[src/rtl/xlib_arb_pkg.sv]
// ----------------------------------------------------------------------------
// xlib_arb_pkg : shared types and round-robin pick helper for xlib_op_arbiter
// Rev 1.0
// ----------------------------------------------------------------------------
`default_nettype none

package xlib_arb_pkg;

  localparam int MAX_REQ = 8;
  localparam int IDX_W   = 3;

  typedef enum logic [1:0] {
    OP_ADD = 2'd0,
    OP_SUB = 2'd1,
    OP_MUL = 2'd2,
    OP_MAX = 2'd3
  } op_e;

  typedef enum logic [1:0] {
    ST_IDLE = 2'd0,
    ST_EXEC = 2'd1,
    ST_DONE = 2'd2
  } state_e;

  typedef struct packed {
    logic             found;
    logic [IDX_W-1:0] idx;
  } pick_t;

  // ptr < nreq and k < nreq, so a single conditional subtract replaces the modulo
  function automatic pick_t rr_pick(input logic [MAX_REQ-1:0] valid,
                                    input int unsigned        ptr,
                                    input int unsigned        nreq);
    pick_t       p;
    int unsigned j;
    p = '0;
    for (int unsigned k = 0; k < MAX_REQ; k++) begin
      j = ptr + k;
      if (j >= nreq) j = j - nreq;
      if (!p.found && (k < nreq) && valid[j[IDX_W-1:0]]) begin
        p.found = 1'b1;
        p.idx   = j[IDX_W-1:0];
      end
    end
    return p;
  endfunction

endpackage

`default_nettype wire

[src/rtl/xlib_op_arbiter_if.sv]
// ----------------------------------------------------------------------------
// xlib_op_arbiter_if : request and response channels of the shared-ALU arbiter
// Rev 1.0
// ----------------------------------------------------------------------------
`default_nettype none

interface xlib_op_arbiter_if #(
  parameter int NREQ = 4,
  parameter int W    = 8
);
  localparam int IDW = (NREQ > 1) ? $clog2(NREQ) : 1;

  logic [NREQ-1:0]   req_valid;
  logic [NREQ-1:0]   req_ready;
  logic [2*NREQ-1:0] req_op;
  logic [NREQ*W-1:0] req_a;
  logic [NREQ*W-1:0] req_b;
  logic              rsp_valid;
  logic              rsp_ready;
  logic [IDW-1:0]    rsp_id;
  logic [W-1:0]      rsp_data;
  logic              rsp_flag;

  modport master (
    output req_valid, req_op, req_a, req_b, rsp_ready,
    input  req_ready, rsp_valid, rsp_id, rsp_data, rsp_flag
  );

  modport slave (
    input  req_valid, req_op, req_a, req_b, rsp_ready,
    output req_ready, rsp_valid, rsp_id, rsp_data, rsp_flag
  );

endinterface

`default_nettype wire

[src/rtl/xlib_alu_unit.sv]
// ----------------------------------------------------------------------------
// xlib_alu_unit : LAT-cycle add/sub/mul/max datapath with start and done pulses
// Rev 1.0
// ----------------------------------------------------------------------------
`default_nettype none

module xlib_alu_unit
  import xlib_arb_pkg::*;
#(
  parameter int W   = 8,
  parameter int LAT = 3
) (
  input  logic         clk,
  input  logic         rst,
  input  logic         start,
  input  op_e          op,
  input  logic [W-1:0] a,
  input  logic [W-1:0] b,
  output logic         done,
  output logic [W-1:0] data,
  output logic         flag
);

  localparam int CW = (LAT > 1) ? $clog2(LAT) : 1;

  logic           busy;
  logic [CW-1:0]  cnt;
  op_e            op_q;
  logic [W-1:0]   a_q;
  logic [W-1:0]   b_q;
  logic [W:0]     sum;
  logic [W:0]     diff;
  logic [2*W-1:0] prod;

  always_ff @(posedge clk or posedge rst) begin
    if (rst) begin
      busy <= 1'b0;
      cnt  <= '0;
      op_q <= OP_ADD;
      a_q  <= '0;
      b_q  <= '0;
    end else if (start) begin
      busy <= 1'b1;
      cnt  <= CW'(LAT - 1);
      op_q <= op;
      a_q  <= a;
      b_q  <= b;
    end else if (busy) begin
      if (cnt == '0) busy <= 1'b0;
      else           cnt  <= cnt - 1'b1;
    end
  end

  // Result is valid combinationally in the final count cycle; the owner registers it
  assign done = busy && (cnt == '0);

  assign sum  = {1'b0, a_q} + {1'b0, b_q};
  assign diff = {1'b0, a_q} - {1'b0, b_q};
  assign prod = {{W{1'b0}}, a_q} * {{W{1'b0}}, b_q};

  always_comb begin
    data = '0;
    flag = 1'b0;
    case (op_q)
      OP_ADD: begin data = sum[W-1:0];  flag = sum[W];  end
      OP_SUB: begin data = diff[W-1:0]; flag = diff[W]; end
      OP_MUL: begin data = prod[W-1:0]; flag = |prod[2*W-1:W]; end
      OP_MAX: begin
        data = (a_q >= b_q) ? a_q : b_q;
        flag = (a_q >= b_q);
      end
      default: begin data = '0; flag = 1'b0; end
    endcase
  end

endmodule

`default_nettype wire

[src/rtl/xlib_op_arbiter.sv]
// ----------------------------------------------------------------------------
// xlib_op_arbiter : round-robin sharing of one multi-cycle ALU among NREQ requesters
// Rev 1.0
// ----------------------------------------------------------------------------
`default_nettype none

module xlib_op_arbiter
  import xlib_arb_pkg::*;
#(
  parameter int NREQ = 4,
  parameter int W    = 8,
  parameter int LAT  = 3
) (
  input  logic             clk,
  input  logic             rst,
  xlib_op_arbiter_if.slave bus
);

  localparam int IDW = (NREQ > 1) ? $clog2(NREQ) : 1;

  state_e          state;
  state_e          state_nxt;
  logic [IDW-1:0]  ptr;
  logic [IDW-1:0]  id_q;
  logic [IDW-1:0]  winner;
  pick_t           pick;
  logic            start;
  logic            alu_done;
  logic [W-1:0]    alu_data;
  logic            alu_flag;
  op_e             win_op;
  logic [W-1:0]    win_a;
  logic [W-1:0]    win_b;
  logic [NREQ-1:0] req_ready;
  logic            rsp_valid;
  logic [IDW-1:0]  rsp_id;
  logic [W-1:0]    rsp_data;
  logic            rsp_flag;
  logic            unused_pick_hi;

  assign pick           = rr_pick(MAX_REQ'(bus.req_valid), 32'(ptr), NREQ);
  assign winner         = pick.idx[IDW-1:0];
  assign unused_pick_hi = ^pick.idx;

  assign win_op = op_e'(bus.req_op[2*winner +: 2]);
  assign win_a  = bus.req_a[W*winner +: W];
  assign win_b  = bus.req_b[W*winner +: W];

  // Grant is only offered in IDLE and is held off while reset is asserted
  always_comb begin
    state_nxt = state;
    req_ready = '0;
    start     = 1'b0;
    case (state)
      ST_IDLE: begin
        if (pick.found && !rst) begin
          req_ready[winner] = 1'b1;
          start             = 1'b1;
          state_nxt         = ST_EXEC;
        end
      end
      ST_EXEC: if (alu_done)      state_nxt = ST_DONE;
      ST_DONE: if (bus.rsp_ready) state_nxt = ST_IDLE;
      default: state_nxt = ST_IDLE;
    endcase
  end

  always_ff @(posedge clk or posedge rst) begin
    if (rst) begin
      state     <= ST_IDLE;
      ptr       <= '0;
      id_q      <= '0;
      rsp_valid <= 1'b0;
      rsp_id    <= '0;
      rsp_data  <= '0;
      rsp_flag  <= 1'b0;
    end else begin
      state <= state_nxt;
      if (start) begin
        id_q <= winner;
        ptr  <= (winner == IDW'(NREQ - 1)) ? '0 : winner + 1'b1;
      end
      if ((state == ST_EXEC) && alu_done) begin
        rsp_valid <= 1'b1;
        rsp_id    <= id_q;
        rsp_data  <= alu_data;
        rsp_flag  <= alu_flag;
      end else if ((state == ST_DONE) && bus.rsp_ready) begin
        rsp_valid <= 1'b0;
      end
    end
  end

  xlib_alu_unit #(
    .W   (W),
    .LAT (LAT)
  ) u_alu (
    .clk   (clk),
    .rst   (rst),
    .start (start),
    .op    (win_op),
    .a     (win_a),
    .b     (win_b),
    .done  (alu_done),
    .data  (alu_data),
    .flag  (alu_flag)
  );

  assign bus.req_ready = req_ready;
  assign bus.rsp_valid = rsp_valid;
  assign bus.rsp_id    = rsp_id;
  assign bus.rsp_data  = rsp_data;
  assign bus.rsp_flag  = rsp_flag;

endmodule

`default_nettype wire

[src/flat_wrapper.sv]
// flat-port wrapper written by rule: the top's interface ports become plain ports
module xlib_op_arbiter_flat import xlib_arb_pkg::*;
#(
  parameter int NREQ = 4,
  parameter int W    = 8,
  parameter int LAT  = 3
)
  (clk, rst, bus_req_valid, bus_req_op, bus_req_a, bus_req_b, bus_rsp_ready, bus_req_ready, bus_rsp_valid, bus_rsp_id, bus_rsp_data, bus_rsp_flag);
  xlib_op_arbiter_if #(.NREQ(NREQ), .W(W)) bus_i ();
  input  logic clk;
  input  logic rst;
  input wire logic [$bits(bus_i.req_valid)-1:0] bus_req_valid;
  input wire logic [$bits(bus_i.req_op)-1:0] bus_req_op;
  input wire logic [$bits(bus_i.req_a)-1:0] bus_req_a;
  input wire logic [$bits(bus_i.req_b)-1:0] bus_req_b;
  input wire logic [$bits(bus_i.rsp_ready)-1:0] bus_rsp_ready;
  output wire logic [$bits(bus_i.req_ready)-1:0] bus_req_ready;
  output wire logic [$bits(bus_i.rsp_valid)-1:0] bus_rsp_valid;
  output wire logic [$bits(bus_i.rsp_id)-1:0] bus_rsp_id;
  output wire logic [$bits(bus_i.rsp_data)-1:0] bus_rsp_data;
  output wire logic [$bits(bus_i.rsp_flag)-1:0] bus_rsp_flag;
  assign bus_i.req_valid = bus_req_valid;
  assign bus_i.req_op = bus_req_op;
  assign bus_i.req_a = bus_req_a;
  assign bus_i.req_b = bus_req_b;
  assign bus_i.rsp_ready = bus_rsp_ready;
  assign bus_req_ready = bus_i.req_ready;
  assign bus_rsp_valid = bus_i.rsp_valid;
  assign bus_rsp_id = bus_i.rsp_id;
  assign bus_rsp_data = bus_i.rsp_data;
  assign bus_rsp_flag = bus_i.rsp_flag;
  xlib_op_arbiter #(.NREQ(NREQ), .W(W), .LAT(LAT)) u_core (.clk(clk), .rst(rst), .bus(bus_i));
endmodule
[config.mk]
export PLATFORM = sky130hd
export DESIGN_NAME = xlib_op_arbiter_flat
export DESIGN_NICKNAME = d
export VERILOG_FILES = /design/src/rtl/xlib_arb_pkg.sv /design/src/rtl/xlib_op_arbiter_if.sv /design/src/rtl/xlib_alu_unit.sv /design/src/rtl/xlib_op_arbiter.sv /design/src/flat_wrapper.sv
export SDC_FILE = /design/constraint.sdc
export NUM_CORES = 1
export LEC_CHECK = 0
export ABC_AREA = 1
export BUFFER_PORTS_ARGS = -buffer_cell sky130_fd_sc_hd__buf_2
export CAP_MARGIN = 20
export CELL_PAD_IN_SITES_DETAIL_PLACEMENT = 2
export CELL_PAD_IN_SITES_GLOBAL_PLACEMENT = 2
export CORE_MARGIN = 2
export CORE_UTILIZATION = 32
export CTS_BUF_LIST = sky130_fd_sc_hd__clkbuf_8
export DETAILED_ROUTE_END_ITERATION = 12
export HOLD_SLACK_MARGIN = 0.02
export PLACE_DENSITY_LB_ADDON = 0.15
export REMOVE_ABC_BUFFERS = 1
export SLEW_MARGIN = 20
export SYNTH_ARGS = -nofsm -noshare
export SYNTH_HDL_FRONTEND = slang
export SYNTH_HIERARCHICAL = 1
export SYNTH_SLANG_ARGS = --single-unit
[constraint.sdc]
create_clock -name clk -period 6.15 [get_ports clk]
set_clock_uncertainty 0.15 [all_clocks]
set_input_delay 1.845 -clock clk [delete_from_list [all_inputs] [get_ports clk]]
set_output_delay 1.845 -clock clk [all_outputs]
set_load 0.01 [all_outputs]
==> flow_summary.toml <==
[outcome]
status = "complete, no violations"

[yosys]
yosysWarnings = 6
synth_simple_gate_area_share_pct = 34.40
proportion_of_synthesized_chip_area_in_sequential_cells_pct = 15.77
most_frequent_cell_after_synthesis = "sky130_fd_sc_hd__nand2_1"
synth_cell_type_count = 43
post_synth.cell_area_avg_um2 = 6.499
yosys.area_share.adder_pct = 23.62
compound_gate_portion_of_the_synthesized_area_pct = 6.229
muxShareOfSynthArea_pct = 1.820
post_synth_inst_count = 952
synth_largest_area_cell = "sky130_fd_sc_hd__nand2_1"
synth_top_family_by_area = "simple AND/OR/NAND/NOR gates"
synth.cell_area_mm2 = 0.006187
synth_seq_cells = 39
synth_top_cell_area_share_pct = 18.32
synth-edff-count = 0
synth.cells.most_frequent = "302 x sky130_fd_sc_hd__nand2_1, 209 x sky130_fd_sc_hd__inv_1, 66 x sky130_fd_sc_hd__nand3_1"
xor_and_xnor_fraction_of_the_mapped_netlist_area_pct = 0.8493
synth-async-reset-ratio_pct = 100.0
synthTopCellsByArea = "sky130_fd_sc_hd__nand2_1 18%, sky130_fd_sc_hd__dfrtp_1 16%, sky130_fd_sc_hd__inv_1 13%"
top_reg_cell_synth = "sky130_fd_sc_hd__dfrtp_1"

[detailed_routing]
drt_iter0_markers = 213
via_count = 6042
drt-wirelength-per-cell_um = 15.83
routed_wire_length_um = 20260
detail_route.drc_violations = 0
vias_per_cell = 4.720
firstDrtPassIters = 4
drt.antenna.violating_nets = 0

[setup_path]
timing.critical_path.fanout_max = 37
cp.required_ns = 4.16
worstSetupStartpointType = "primary input"
arrival_ns = 3.54
worst_setup_path_end_kind = "primary output"
worstSetupStartpoint = "bus_req_valid[3]"
count_of_cells_along_the_worst_register_to_register_path = 23
timing.setup.critical_path_class = "in -> out"
timing.rr.start = "u_core/u_alu/a_q[3]"

[clock_tree]
postCtsSetupBuffers = 0
root_buffer = "sky130_fd_sc_hd__clkbuf_8"
worstSkewPairLatency_ns = 0.30
cts.reportedPaths.clkPinSlew_ns = 0.09
clock_tree_from_tritoncts = "done"
deepest_level_of_the_cts_h_tree = 2
cts_buffers = 5
postCtsResizedCells = 0
cts.hold.buffers_added = 0
cts-root-to-sink-buffers = 2
tritoncts_num_sinks = 39

[sta]
min_period_ns = 5.531
report.final.slew_viol_count = 0
timing.final.hold_violations = 0
grt_setup_unrepaired = "no"
finalSetupTns_ns = 0
min_period_over_period_pct = 89.94
slew_of_the_pin_with_the_lowest_slew_margin_ns = 0.8142
slew_headroom_pct = 45.66
timing.final.setup_violations = 0
max_freq_mhz = 180.8

[placement]
gp_congestion = 0.8407
number_of_i_o_port_buffers = 94
hpwl_um = 16950

[grt]
largest_net_degree_at_the_start_of_global_routing = 44
grt-ovfl-total = 0
grt_antenna_before_repair = 0
grt_use_total_pct = 20.47
wire_length_of_the_first_global_routing_pass_um = 33490
first_global_vias = 6565

[die]
num_rows = 50
dieWidth_um = 143.1
ios = 95
die-height_um = 143.1
area_of_the_core_region_mm2 = 0.01883
initial_core_util_pct = 32.86
design.die.area_mm2 = 0.02046

[min_path]
min_from = "u_core/bus.rsp_id[1]"
hold_path_depth = 2
worst_hold_path_type = "reg -> reg"

[final_layout]
antenna_cells_inserted = 0
drive_above_1_share_pct = 15.39
areaGrowthSynthToFinish_pct = 11.39
layout.filler_cells = 2367
layout.nets = 1192

[job]
cap_violations = 0
-- area by class of cell --
cell class	instances	area (um^2)	area share (%)
Multi-Input combinational cell	654	4140	60.08
Sequential cell	39	975.9	14.16
Inverter	217	827.0	12.00
Timing Repair Buffer	102	530.5	7.698
Tap cell	260	325.3	4.720
Clock buffer	5	68.82	0.9985
Clock inverter	3	23.77	0.3450
-- placed cells by master (no fill, tap or decap), types with 3 or more instances in the layout --
| cell | n |
|---|---|
| sky130_fd_sc_hd__a21oi_1 | 20 |
| sky130_fd_sc_hd__buf_2 | 94 |
| sky130_fd_sc_hd__buf_4 | 8 |
| sky130_fd_sc_hd__clkbuf_8 | 5 |
| sky130_fd_sc_hd__dfrtp_1 | 39 |
| sky130_fd_sc_hd__fa_1 | 38 |
| sky130_fd_sc_hd__ha_1 | 56 |
| sky130_fd_sc_hd__inv_1 | 209 |
| sky130_fd_sc_hd__inv_2 | 4 |
| sky130_fd_sc_hd__inv_6 | 3 |
| sky130_fd_sc_hd__mux2_2 | 10 |
| sky130_fd_sc_hd__nand2_1 | 302 |
| sky130_fd_sc_hd__nand2_2 | 12 |
| sky130_fd_sc_hd__nand3_1 | 66 |
| sky130_fd_sc_hd__nand3b_1 | 3 |
| sky130_fd_sc_hd__nand4_1 | 42 |
| sky130_fd_sc_hd__nor2_1 | 30 |
| sky130_fd_sc_hd__nor3_2 | 3 |
| sky130_fd_sc_hd__o21ai_0 | 32 |
| sky130_fd_sc_hd__o21ai_1 | 7 |
| sky130_fd_sc_hd__or2_2 | 3 |
| sky130_fd_sc_hd__xor2_1 | 6 |
-- critical path, stage by stage --
cell and delay [ns]:
sky130_fd_sc_hd__buf_2 0.11, sky130_fd_sc_hd__inv_1 0.05, sky130_fd_sc_hd__nand2_1 0.06, sky130_fd_sc_hd__nand3_1 0.14, sky130_fd_sc_hd__nand2_1 0.11, sky130_fd_sc_hd__nand2_2 0.11
sky130_fd_sc_hd__nand3_4 0.34, sky130_fd_sc_hd__nand3_2 0.29, sky130_fd_sc_hd__inv_1 0.07, sky130_fd_sc_hd__ha_1 0.17, sky130_fd_sc_hd__inv_1 0.05, sky130_fd_sc_hd__nor2_1 0.05
sky130_fd_sc_hd__buf_2 0.14
-- final timing paths --
kind                                   endpoint  slack [ns]
min in group asynchronous   u_core/bus.rsp_flag        1.42
min                        u_core/bus.rsp_id[1]        0.35
max                            bus_req_ready[3]        0.62
min reg2reg                u_core/bus.rsp_id[1]        0.35
max in group asynchronous   u_core/u_alu/a_q[7]        3.78
max reg2reg                 u_core/bus.rsp_flag        1.04
-- routing by layer --
metal	global-route usage, %	routed length (um)	vias to the layer above
li1	-	-	3050
met1	28.80	10020	2900
met2	34.53	9489	85
met3	2.750	658	7
met4	2.241	89	0
met5	0	0	-
-- kinds of logic (layout without fill, tap and decap cells) --
family / after synthesis / in the layout
DFF: 39 / 39
adders and majority gates: 94 / 94
AOI/OAI and AO/OA: 70 / 70
buffers and inverters: 259 / 327
muxes: 10 / 10
and+or+nand+nor: 474 / 474
xor gates and xnor gates: 6 / 6
-- stage by stage --
step	cells	instance area, um^2	util, %	worst slack, ns	hold WS, ns
detailed placement	1272	6799	36.11	0.5704	0.3385
finish	1280	6892	36.60	0.6189	0.3494
floorplan	910	5943	-	0.4899	0.3049
CTS	1280	6892	36.60	0.5663	0.3619
global placement	1272	6799	36.11	0.6390	0.3325
global route	1280	6892	36.60	0.3552	0.3862
-- state kept, by name (all words and copies together), names as in the netlist --
signal / count
u_core/u_alu/cnt: 2
u_core/u_alu/b_q: 8
u_core/u_alu/op_q: 2
u_core/bus.rsp_id: 2
u_core/u_alu/a_q: 8
u_core/bus.rsp_valid: 1
u_core/bus.rsp_flag: 1
u_core/ptr: 2
u_core/id_q: 2
u_core/bus.rsp_data: 8
u_core/u_alu/busy: 1
u_core/state: 2
Power is left out: the tool's default activity adds up to more than one toggle a clock period on the data nets, which glitch-free logic cannot reach.
